==> src/rtl/ulpi_reg_sequencer_if.sv <==
// rtl/ulpi_reg_sequencer_if.sv - ULPI register-port link signals plus host request/response bundle
interface ulpi_reg_sequencer_if;
   logic [5:0] reg_addr;
   logic [7:0] reg_data_write;
   logic       reg_enable;
   logic       reg_read_nwrite;
   logic [7:0] reg_data_read;
   logic       reg_done;
   logic       req_valid;
   logic       req_ready;
   logic [5:0] req_addr;
   logic       req_read_nwrite;
   logic [7:0] req_wdata;
   logic       resp_valid;
   logic [7:0] resp_data;
   logic       resp_timeout;

   modport master (
      output reg_addr, reg_data_write, reg_enable, reg_read_nwrite,
      output req_ready, resp_valid, resp_data, resp_timeout,
      input  reg_data_read, reg_done,
      input  req_valid, req_addr, req_read_nwrite, req_wdata
   );

   modport slave (
      input  reg_addr, reg_data_write, reg_enable, reg_read_nwrite,
      input  req_ready, resp_valid, resp_data, resp_timeout,
      output reg_data_read, reg_done,
      output req_valid, req_addr, req_read_nwrite, req_wdata
   );
endinterface

==> src/rtl/ulpi_reg_sequencer.sv <==
// rtl/ulpi_reg_sequencer.sv - ULPI PHY boot programming and host register access sequencer
// Optional read-back verify of each boot write: define ULPI_REG_VERIFY_EN.
module ulpi_reg_sequencer #(
   parameter int INIT_DELAY     = 16,
   parameter int TIMEOUT_CYCLES = 255
) (
   input  logic                 clk,
   input  logic                 reset,
   ulpi_reg_sequencer_if.master bus,
   output logic                 init_done,
   output logic                 init_error
);

   typedef enum logic [2:0] {
      DELAY,
      INIT_ISSUE,
      INIT_WAIT,
`ifdef ULPI_REG_VERIFY_EN
      VERIFY_ISSUE,
      VERIFY_WAIT,
`endif
      READY,
      HOST_WAIT
   } state_t;

   state_t      state, state_n;
   logic [15:0] dly_cnt, dly_cnt_n;
   logic [9:0]  tcnt, tcnt_n;
   logic [1:0]  idx, idx_n;
   logic [5:0]  addr_n;
   logic [7:0]  wdata_n;
   logic        enable_n, rnw_n, ready_n;
   logic        resp_valid_n, resp_timeout_n;
   logic [7:0]  resp_data_n;
   logic        init_done_n, init_error_n;
   logic        advance, timeout_hit;

   // Boot table for passive high-speed sniffing
   function automatic logic [5:0] boot_addr(input logic [1:0] i);
      case (i)
         2'd0:    return 6'h0A;
         2'd1:    return 6'h07;
         default: return 6'h04;
      endcase
   endfunction

   function automatic logic [7:0] boot_data(input logic [1:0] i);
      case (i)
         2'd0:    return 8'h00;
         2'd1:    return 8'h00;
         default: return 8'h48;
      endcase
   endfunction

   // tcnt holds the number of completed enabled cycles, so this is the last allowed one
   assign timeout_hit = (tcnt == 10'(TIMEOUT_CYCLES - 1));

   always_ff @(posedge clk) begin
      if (reset) begin
         state               <= DELAY;
         dly_cnt             <= 16'(INIT_DELAY);
         tcnt                <= '0;
         idx                 <= '0;
         bus.reg_addr        <= '0;
         bus.reg_data_write  <= 8'h00;
         bus.reg_enable      <= 1'b0;
         bus.reg_read_nwrite <= 1'b0;
         bus.req_ready       <= 1'b0;
         bus.resp_valid      <= 1'b0;
         bus.resp_data       <= 8'h00;
         bus.resp_timeout    <= 1'b0;
         init_done           <= 1'b0;
         init_error          <= 1'b0;
      end else begin
         state               <= state_n;
         dly_cnt             <= dly_cnt_n;
         tcnt                <= tcnt_n;
         idx                 <= idx_n;
         bus.reg_addr        <= addr_n;
         bus.reg_data_write  <= wdata_n;
         bus.reg_enable      <= enable_n;
         bus.reg_read_nwrite <= rnw_n;
         bus.req_ready       <= ready_n;
         bus.resp_valid      <= resp_valid_n;
         bus.resp_data       <= resp_data_n;
         bus.resp_timeout    <= resp_timeout_n;
         init_done           <= init_done_n;
         init_error          <= init_error_n;
      end
   end

   always_comb begin
      state_n        = state;
      dly_cnt_n      = dly_cnt;
      tcnt_n         = tcnt;
      idx_n          = idx;
      addr_n         = bus.reg_addr;
      wdata_n        = bus.reg_data_write;
      enable_n       = bus.reg_enable;
      rnw_n          = bus.reg_read_nwrite;
      ready_n        = 1'b0;
      resp_valid_n   = 1'b0;
      resp_data_n    = 8'h00;
      resp_timeout_n = 1'b0;
      init_done_n    = init_done;
      init_error_n   = init_error;
      advance        = 1'b0;

      case (state)
         DELAY: begin
            if (dly_cnt <= 16'd1) begin
               dly_cnt_n = '0;
               idx_n     = '0;
               state_n   = INIT_ISSUE;
            end else begin
               dly_cnt_n = dly_cnt - 16'd1;
            end
         end
         INIT_ISSUE: begin
            addr_n   = boot_addr(idx);
            wdata_n  = boot_data(idx);
            rnw_n    = 1'b0;
            enable_n = 1'b1;
            tcnt_n   = '0;
            state_n  = INIT_WAIT;
         end
         INIT_WAIT: begin
            tcnt_n = tcnt + 10'd1;
            if (bus.reg_done) begin
               enable_n = 1'b0;
`ifdef ULPI_REG_VERIFY_EN
               state_n  = VERIFY_ISSUE;
`else
               advance  = 1'b1;
`endif
            end else if (timeout_hit) begin
               enable_n     = 1'b0;
               init_error_n = 1'b1;
               advance      = 1'b1;
            end
         end
`ifdef ULPI_REG_VERIFY_EN
         VERIFY_ISSUE: begin
            rnw_n    = 1'b1;
            enable_n = 1'b1;
            tcnt_n   = '0;
            state_n  = VERIFY_WAIT;
         end
         VERIFY_WAIT: begin
            tcnt_n = tcnt + 10'd1;
            if (bus.reg_done) begin
               enable_n = 1'b0;
               advance  = 1'b1;
               if (bus.reg_data_read != boot_data(idx))
                  init_error_n = 1'b1;
            end else if (timeout_hit) begin
               enable_n     = 1'b0;
               init_error_n = 1'b1;
               advance      = 1'b1;
            end
         end
`endif
         READY: begin
            ready_n = 1'b1;
            if (bus.req_valid && bus.req_ready) begin
               addr_n   = bus.req_addr;
               wdata_n  = bus.req_wdata;
               rnw_n    = bus.req_read_nwrite;
               enable_n = 1'b1;
               tcnt_n   = '0;
               ready_n  = 1'b0;
               state_n  = HOST_WAIT;
            end
         end
         HOST_WAIT: begin
            tcnt_n = tcnt + 10'd1;
            if (bus.reg_done) begin
               enable_n     = 1'b0;
               resp_valid_n = 1'b1;
               resp_data_n  = bus.reg_read_nwrite ? bus.reg_data_read : 8'h00;
               state_n      = READY;
            end else if (timeout_hit) begin
               enable_n       = 1'b0;
               resp_valid_n   = 1'b1;
               resp_timeout_n = 1'b1;
               state_n        = READY;
            end
         end
         default: state_n = DELAY;
      endcase

      // A timed-out boot entry still moves on so the PHY gets the rest of the table
      if (advance) begin
         if (idx == 2'd2) begin
            init_done_n = 1'b1;
            state_n     = READY;
         end else begin
            idx_n   = idx + 2'd1;
            state_n = INIT_ISSUE;
         end
      end
   end

endmodule

==> src/flat_wrapper.sv <==
// flat-port wrapper written by rule: the top's interface ports become plain ports
module ulpi_reg_sequencer_flat 
#(
   parameter int INIT_DELAY     = 16,
   parameter int TIMEOUT_CYCLES = 255
)
  (clk, reset, init_done, init_error, bus_reg_addr, bus_reg_data_write, bus_reg_enable, bus_reg_read_nwrite, bus_req_ready, bus_resp_valid, bus_resp_data, bus_resp_timeout, bus_reg_data_read, bus_reg_done, bus_req_valid, bus_req_addr, bus_req_read_nwrite, bus_req_wdata);
  ulpi_reg_sequencer_if bus_i ();
  input  logic clk;
  input  logic reset;
  output logic init_done;
  output logic init_error;
  output wire logic [$bits(bus_i.reg_addr)-1:0] bus_reg_addr;
  output wire logic [$bits(bus_i.reg_data_write)-1:0] bus_reg_data_write;
  output wire logic [$bits(bus_i.reg_enable)-1:0] bus_reg_enable;
  output wire logic [$bits(bus_i.reg_read_nwrite)-1:0] bus_reg_read_nwrite;
  output wire logic [$bits(bus_i.req_ready)-1:0] bus_req_ready;
  output wire logic [$bits(bus_i.resp_valid)-1:0] bus_resp_valid;
  output wire logic [$bits(bus_i.resp_data)-1:0] bus_resp_data;
  output wire logic [$bits(bus_i.resp_timeout)-1:0] bus_resp_timeout;
  input wire logic [$bits(bus_i.reg_data_read)-1:0] bus_reg_data_read;
  input wire logic [$bits(bus_i.reg_done)-1:0] bus_reg_done;
  input wire logic [$bits(bus_i.req_valid)-1:0] bus_req_valid;
  input wire logic [$bits(bus_i.req_addr)-1:0] bus_req_addr;
  input wire logic [$bits(bus_i.req_read_nwrite)-1:0] bus_req_read_nwrite;
  input wire logic [$bits(bus_i.req_wdata)-1:0] bus_req_wdata;
  assign bus_reg_addr = bus_i.reg_addr;
  assign bus_reg_data_write = bus_i.reg_data_write;
  assign bus_reg_enable = bus_i.reg_enable;
  assign bus_reg_read_nwrite = bus_i.reg_read_nwrite;
  assign bus_req_ready = bus_i.req_ready;
  assign bus_resp_valid = bus_i.resp_valid;
  assign bus_resp_data = bus_i.resp_data;
  assign bus_resp_timeout = bus_i.resp_timeout;
  assign bus_i.reg_data_read = bus_reg_data_read;
  assign bus_i.reg_done = bus_reg_done;
  assign bus_i.req_valid = bus_req_valid;
  assign bus_i.req_addr = bus_req_addr;
  assign bus_i.req_read_nwrite = bus_req_read_nwrite;
  assign bus_i.req_wdata = bus_req_wdata;
  ulpi_reg_sequencer #(.INIT_DELAY(INIT_DELAY), .TIMEOUT_CYCLES(TIMEOUT_CYCLES)) u_core (.clk(clk), .reset(reset), .bus(bus_i), .init_done(init_done), .init_error(init_error));
endmodule
==> config.mk <==
export PLATFORM = sky130hd
export DESIGN_NAME = ulpi_reg_sequencer_flat
export DESIGN_NICKNAME = d
export VERILOG_FILES = /design/src/rtl/ulpi_reg_sequencer_if.sv /design/src/rtl/ulpi_reg_sequencer.sv /design/src/flat_wrapper.sv
export SDC_FILE = /design/constraint.sdc
export NUM_CORES = 1
export LEC_CHECK = 0
export CORE_ASPECT_RATIO = 1.25
export CORE_MARGIN = 2
export CORE_UTILIZATION = 45
export CTS_CLUSTER_SIZE = 30
export DETAILED_ROUTE_END_ITERATION = 6
export PLACE_DENSITY = 0.72
export SLEW_MARGIN = 20
export SYNTH_ARGS = -nofsm -noshare
export SYNTH_HDL_FRONTEND = slang
export SYNTH_SLANG_ARGS = --single-unit
==> constraint.sdc <==
create_clock -name clk -period 3.69 [get_ports clk]
set_clock_uncertainty 0.1 [all_clocks]
set_input_delay 0.369 -clock clk [delete_from_list [all_inputs] [get_ports clk]]
set_output_delay 0.369 -clock clk [all_outputs]
set_load 0.01 [all_outputs]
# Yosys cells after proc, flatten, opt, wreduce, memory -nomap -nowiden
# Index checks and enable logic that the tools add are counted.
[totals]
regBits = 60
input_bits = 27
output_inout_bits = 29
elab_cells = 82
[op_classes]
add_sub_neg = 3
magnitude_cmp = 1
eq_ne = 13
mux = 30
bitwise_logic = 4
n_reduce_logical = 17
[op_table]
columns = ["cell", "count"]
rows = [
  ["$pmux W10 S3", 1],
  ["$le A16 B1 Y1 const B", 1],
  ["$mux W16", 1],
  ["$pmux W8 S2", 1],
  ["$sub A16 B1 Y16 const B", 1],
  ["$mux W3", 5],
  ["$pmux W3 S5", 1],
  ["$pmux W6 S2", 1],
  ["$add A10 B1 Y10 const B", 1],
  ["$eq A10 B8 Y1 const B", 1],
  ["$mux W10", 1],
  ["$mux W2", 5],
  ["$ne A3 B1 Y1 const B", 3],
  ["$mux W1", 8],
  ["$mux W8", 1],
  ["$pmux W4 S2", 1],
  ["$reduce_or A2 Y1", 4],
  ["$mux W7", 1],
  ["$eq A3 B2 Y1 const B", 2],
  ["$mux W6", 1],
  ["$reduce_and A2 Y1", 3],
  ["$reduce_and A3 Y1", 2],
  ["$ne A2 B1 Y1 const B", 2],
  ["$ne A4 B2 Y1 const B", 1],
  ["other kinds (16)", 19],
]

# Depth between registers and ports, before layout
[logic_depth]
word_depth = 6
depth_mapped = 6
mapped_depth_nobuf = 6

# Least setup slack after synthesis
# Ideal clock, no wire load.
[synth_path]
kind = "register -> register"
startpoint = "reg u_core.tcnt[0]"
endpoint = "reg u_core.state[1]"
arrival_ns = 1.632
required_ns = 3.519
setup_slack_ns = 1.888
path_stages_with_launch = 7
path_buffers = 0
synth_period_minus_slack_ns = 1.802
cell_sequence = "dfxtp_1 inv_1 ha_1 or3b_1 o31a_1 o32a_1 a21oi_1"
[synth_between]
elab_chain_len = 6
word_cells_on_any_way = 10
[synth_rtl]
columns = ["element", "line", "rtl"]
rows = [
  ["from (decl)", "ulpi_reg_sequencer.sv:28", "logic [9:0] tcnt, tcnt_n;"],
  ["from (signal assigned)", "ulpi_reg_sequencer.sv:77", "tcnt <= tcnt_n;"],
  ["$eq A10 B8 Y1 (*)", "ulpi_reg_sequencer.sv:56", "assign timeout_hit = (tcnt == 10'(TIMEOUT_CYCLES - 1));"],
  ["$mux W1", "ulpi_reg_sequencer.sv:136", "end else if (timeout_hit) begin"],
  ["$mux W1", "ulpi_reg_sequencer.sv:129", "if (bus.reg_done) begin"],
  ["$mux W1", "ulpi_reg_sequencer.sv:109", "case (state)"],
  ["$ne A4 B2 Y1 (no line) (tied with other cells)", "--", ""],
  ["$reduce_and A4 Y1 (no line)", "--", ""],
  ["to (signal assigned)", "ulpi_reg_sequencer.sv:75", "state <= state_n;"],
  ["to (decl)", "ulpi_reg_sequencer.sv:26", "state_t state, state_n;"],
]
# Every way passes the cells marked *; elsewhere a longest branch is shown, timed or not.
# A chain may end at the register's enable or synchronous reset.

# Worst setup path in the final report
[layout_path]
startpoint = "reg u_core.state[1]"
endpoint = "reg u_core.tcnt[8]"
[layout_between]
elab_chain_len = 4
word_cells_on_any_way = 9
[layout_rtl]
columns = ["element", "line"]
rows = [
  ["$eq A3 B2 Y1 / $eq A3 B3 Y1 (equally long branches)", "ulpi_reg_sequencer.sv:109"],
  ["$reduce_or A2 Y1 (no line)", "--"],
  ["$reduce_bool A3 Y1 (no line)", "--"],
  ["$reduce_and A2 Y1 (no line)", "--"],
]
# Several ways; a longest one is shown, not always the timed one.

==> summary.txt <==
Status - completed
Post-CTS Setup Inserts - 0
Fillers - 518
Fin. Hold Viols - 0
Clock power share - 26.3%
Int Pwr - 1.38 mW
CTS Buffer Depth - 2
Post-route cell area - 0.00346 mm2
Mapped Area - 0.00267 mm2
Routed vias/inst - 5.54
Worst vdd ir - 0.000267 V
Most frequent CP cell - or3_1
#FFs+latches synth - 60
Crit-path max FO - 23
Register share of total power - 39.2%
Total chip power - 2.25 mW
Final Cycle Share - 61.8%
Initial antenna violation count - 0
Mean Syn Cell Area - 9.18 um2
Post-layout min period - 2280 ps
Crit end category - flip-flop
Rel. slew slack - 41.5%
First-pass GRT wire length - 9960 um
Initial Util - 46.2%
Core box area - 0.00578 mm2
Placed Area - 0.00326 mm2
DR vias - 2316
Io pins - 56
Cts repair resizes - 0
Logic pwr share - 34.5%
Clk pin slew, worst setup/hold paths - 70 ps
Buffers on Ports - 55
R2r setup slk - 1410 ps
Drc violations - 0
Distinct cells, synth - 52
H-tree depth - 3
Final setup viols - 0
Largest net degree at the start of global routing - 24
Crit-path slowest cell - dfxtp_1
CTS root buf - clkbuf_8
DRT Wirelength - 5750 um
PwrDens - 651 mW/mm2
Sequence of cells on the critical path - or3_1, o2111ai_1, or3_1, a21oi_1
Final HPWL from detailed placement - 4120 um
Avg WL per Cell - 13.8 um
Final global-route overflow total - 0
RSZ-0062 raised after global routing - no
Clock sink count - 60
Sw Pwr - 0.866 mW
Pleak - 1.20 nW
Crit Reg-Reg Startpoint - u_core.state[1]
Final Core Density - 59.8%
Max frequency - 439 MHz
Critical Path Max Stage Delay - 770 ps
TNS Setup - 0 ps
N_diodes - 0
Register area share after synthesis - 45.0%
Buf/Inv on CP - 0
CP Data Arrival Time - 2450 ps
Die extent in x - 72.9 um
Hold crit path type - reg -> reg
FP Rows - 31
Setup crit start kind - flip-flop
Clock latency on the worst-skew pair - 340 ps
Cell family with most CP delay - simple AND/OR/NAND/NOR gates
GPL Wtd Cong - 0.785
Starting DRT DRC Count - 140
Drt pass-1 iters - 4
Beginning of the worst hold path - u_core.bus.reg_addr[0]
Yosys warns - 0
CP startpoint - u_core.state[1]
Hold buffer count at cts - 0
Sw frac - 38.5%
CP required - 3860 ps
Gate Count Post-Synth - 291
Remaining antenna violation count after routing - 0
Die Ht - 90.1 um
Worst Path Class, Setup - reg -> reg
CTS tree - built
Number of global-route vias before repair - 2161
Share of post-route cells with drive strength above 1 - 8.52%
Slew Limit Fails - 0
Net Count, Synth - 322
GRT Total Usage - 18.9%
CTS buffer count - 9
DIE AREA - 0.00657 mm2
Layout Nets - 378
Pin slew with the least headroom to its limit - 875 ps
Area Overhead vs Synth - 29.5%
Total of max-cap violations - 0
-- flip-flops by register name, indices dropped and copies added, names as in the netlist, named ones only --
name / count
u_core.init_error: 1
u_core.bus.reg_enable: 1
u_core.bus.reg_addr: 6
u_core.bus.reg_data_write: 8
u_core.dly_cnt: 16
u_core.bus.reg_read_nwrite: 1
u_core.tcnt: 10
u_core.state: 3
u_core.init_done: 1
u_core.bus.resp_data: 8
u_core.bus.resp_timeout: 1
u_core.idx: 1
u_core.bus.req_ready: 1
u_core.bus.resp_valid: 1
-- synthesized netlist by cell type, drive strengths merged --
cell type / count / area, um2
dfxtp: 60 / 1200
nor2: 28 / 105
nand2: 27 / 101
a21oi: 23 / 115
o21ai: 10 / 53.8
a22o: 9 / 78.8
and2: 9 / 56.3
inv: 9 / 33.8
nor3: 9 / 55.1
o31ai: 8 / 78.8
or3: 8 / 50.1
xor2: 8 / 70.1
nand3: 7 / 40.0
clkbuf: 6 / 22.5
nand4: 6 / 37.5
buf: 5 / 32.5
nor3b: 5 / 42.5
o211ai: 5 / 65.1
ha: 4 / 50.1
nand2b: 4 / 25.0
nor2b: 4 / 25.0
nor4: 4 / 46.3
or4: 4 / 30.0
a211oi: 3 / 22.5
nand3b: 3 / 22.5
o2111ai: 3 / 26.3
a21bo: 2 / 20.0
a221oi: 2 / 17.5
a41oi: 2 / 17.5
o41ai: 2 / 17.5
a21boi: 1 / 7.51
and4: 1 / 8.76
mux2i: 1 / 10.0
nand4b: 1 / 8.76
nor4bb: 1 / 10.0
o2111a: 1 / 11.3
o21a: 1 / 7.51
o311a: 1 / 10.0
o31a: 1 / 8.76
o32a: 1 / 10.0
or3b: 1 / 8.76
xnor2: 1 / 8.76
-- final timing paths --
| path | to | cells past startpoint |
|---|---|---|
| max | u_core.tcnt[8] | 4 |
| min | u_core.bus.reg_addr[0] | 2 |
| max reg2reg | u_core.tcnt[8] | 4 |
| min reg2reg | u_core.bus.reg_addr[0] | 2 |
-- per-layer routing --
metal  part of all wire, %  track usage (%)  wire, um
met1                    47             25.4      2730
met2                    48             28.7      2750
met3                   2.7             3.70       158
met4                   2.0             9.10       117
met5                     0                0         0
-- power by group through the flow --
| stage | Clock, mW | Sequential [mW] | Combinational (mW) |
|---|---|---|---|
| after global routing | 0.634 | 0.902 | 0.879 |
| final | 0.592 | 0.883 | 0.775 |
| after floorplan | 0 | 0.848 | 0.632 |
| after detailed placement | 0 | 0.898 | 0.773 |
| after CTS | 0.605 | 0.883 | 0.777 |
| after global placement | 0 | 0.893 | 0.764 |
-- per-stage QoR --
stage / std cells / worst slack [ps] / hold slack, ps
3_5_place_dp: 402 / 1160 / 345
2_1_floorplan: 291 / 1890 / 348
3_3_place_gp: 402 / 1210 / 343
4_1_cts: 418 / 1390 / 355
5_1_grt: 418 / 1170 / 380
6_report: 418 / 1410 / 354
-- tightest hold or removal path, delay by kind of cell (launching register included) --
| family | cells | cell delay, ps |
|---|---|---|
| AND/OR/NAND/NOR | 1 | 50 |
| AO/OA/AOI/OAI | 1 | 50 |
| flip-flops | 1 | 310 |
-- cell usage in the layout (no fill, tap or decap), types with 3 or more instances in the layout --
cell type,count
nand4_1,6
o211ai_1,3
a22o_1,9
clkdlybuf4s50_1,55
or3_1,8
o2111ai_1,3
ha_1,4
o31ai_1,6
xor2_1,8
nor3b_1,4
nor2b_1,4
nor3_1,7
and2_1,9
or4_1,4
o21ai_0,9
inv_1,9
dfxtp_1,60
a21oi_1,23
nor2_1,28
nand2b_1,4
nand3_1,6
a211oi_1,3
nand2_1,27
nand3b_1,3
clkbuf_8,10
-- final cells by class --
type / count / area (um2) / share of cell area (%)
timing repair buffer: 56 / 558 / 16.1
clock inverter: 6 / 63.8 / 1.85
sequential: 60 / 1200 / 34.7
clock buffer: 10 / 138 / 3.98
multi-input combinational: 211 / 1380 / 39.9
inverter: 9 / 33.8 / 0.977
tap: 66 / 82.6 / 2.39
-- cell families after synthesis --
kind of cell | after synthesis | share of synthesized area (%)
simple gates | 122 | 25.2
compound gates | 75 | 21.3
flops | 60 | 45.0
buf+inv | 20 | 3.33
xor+xnor | 9 | 2.95
fa+ha+maj | 4 | 1.87
mux | 1 | 0.375
(Power assumes the default switching activity.)
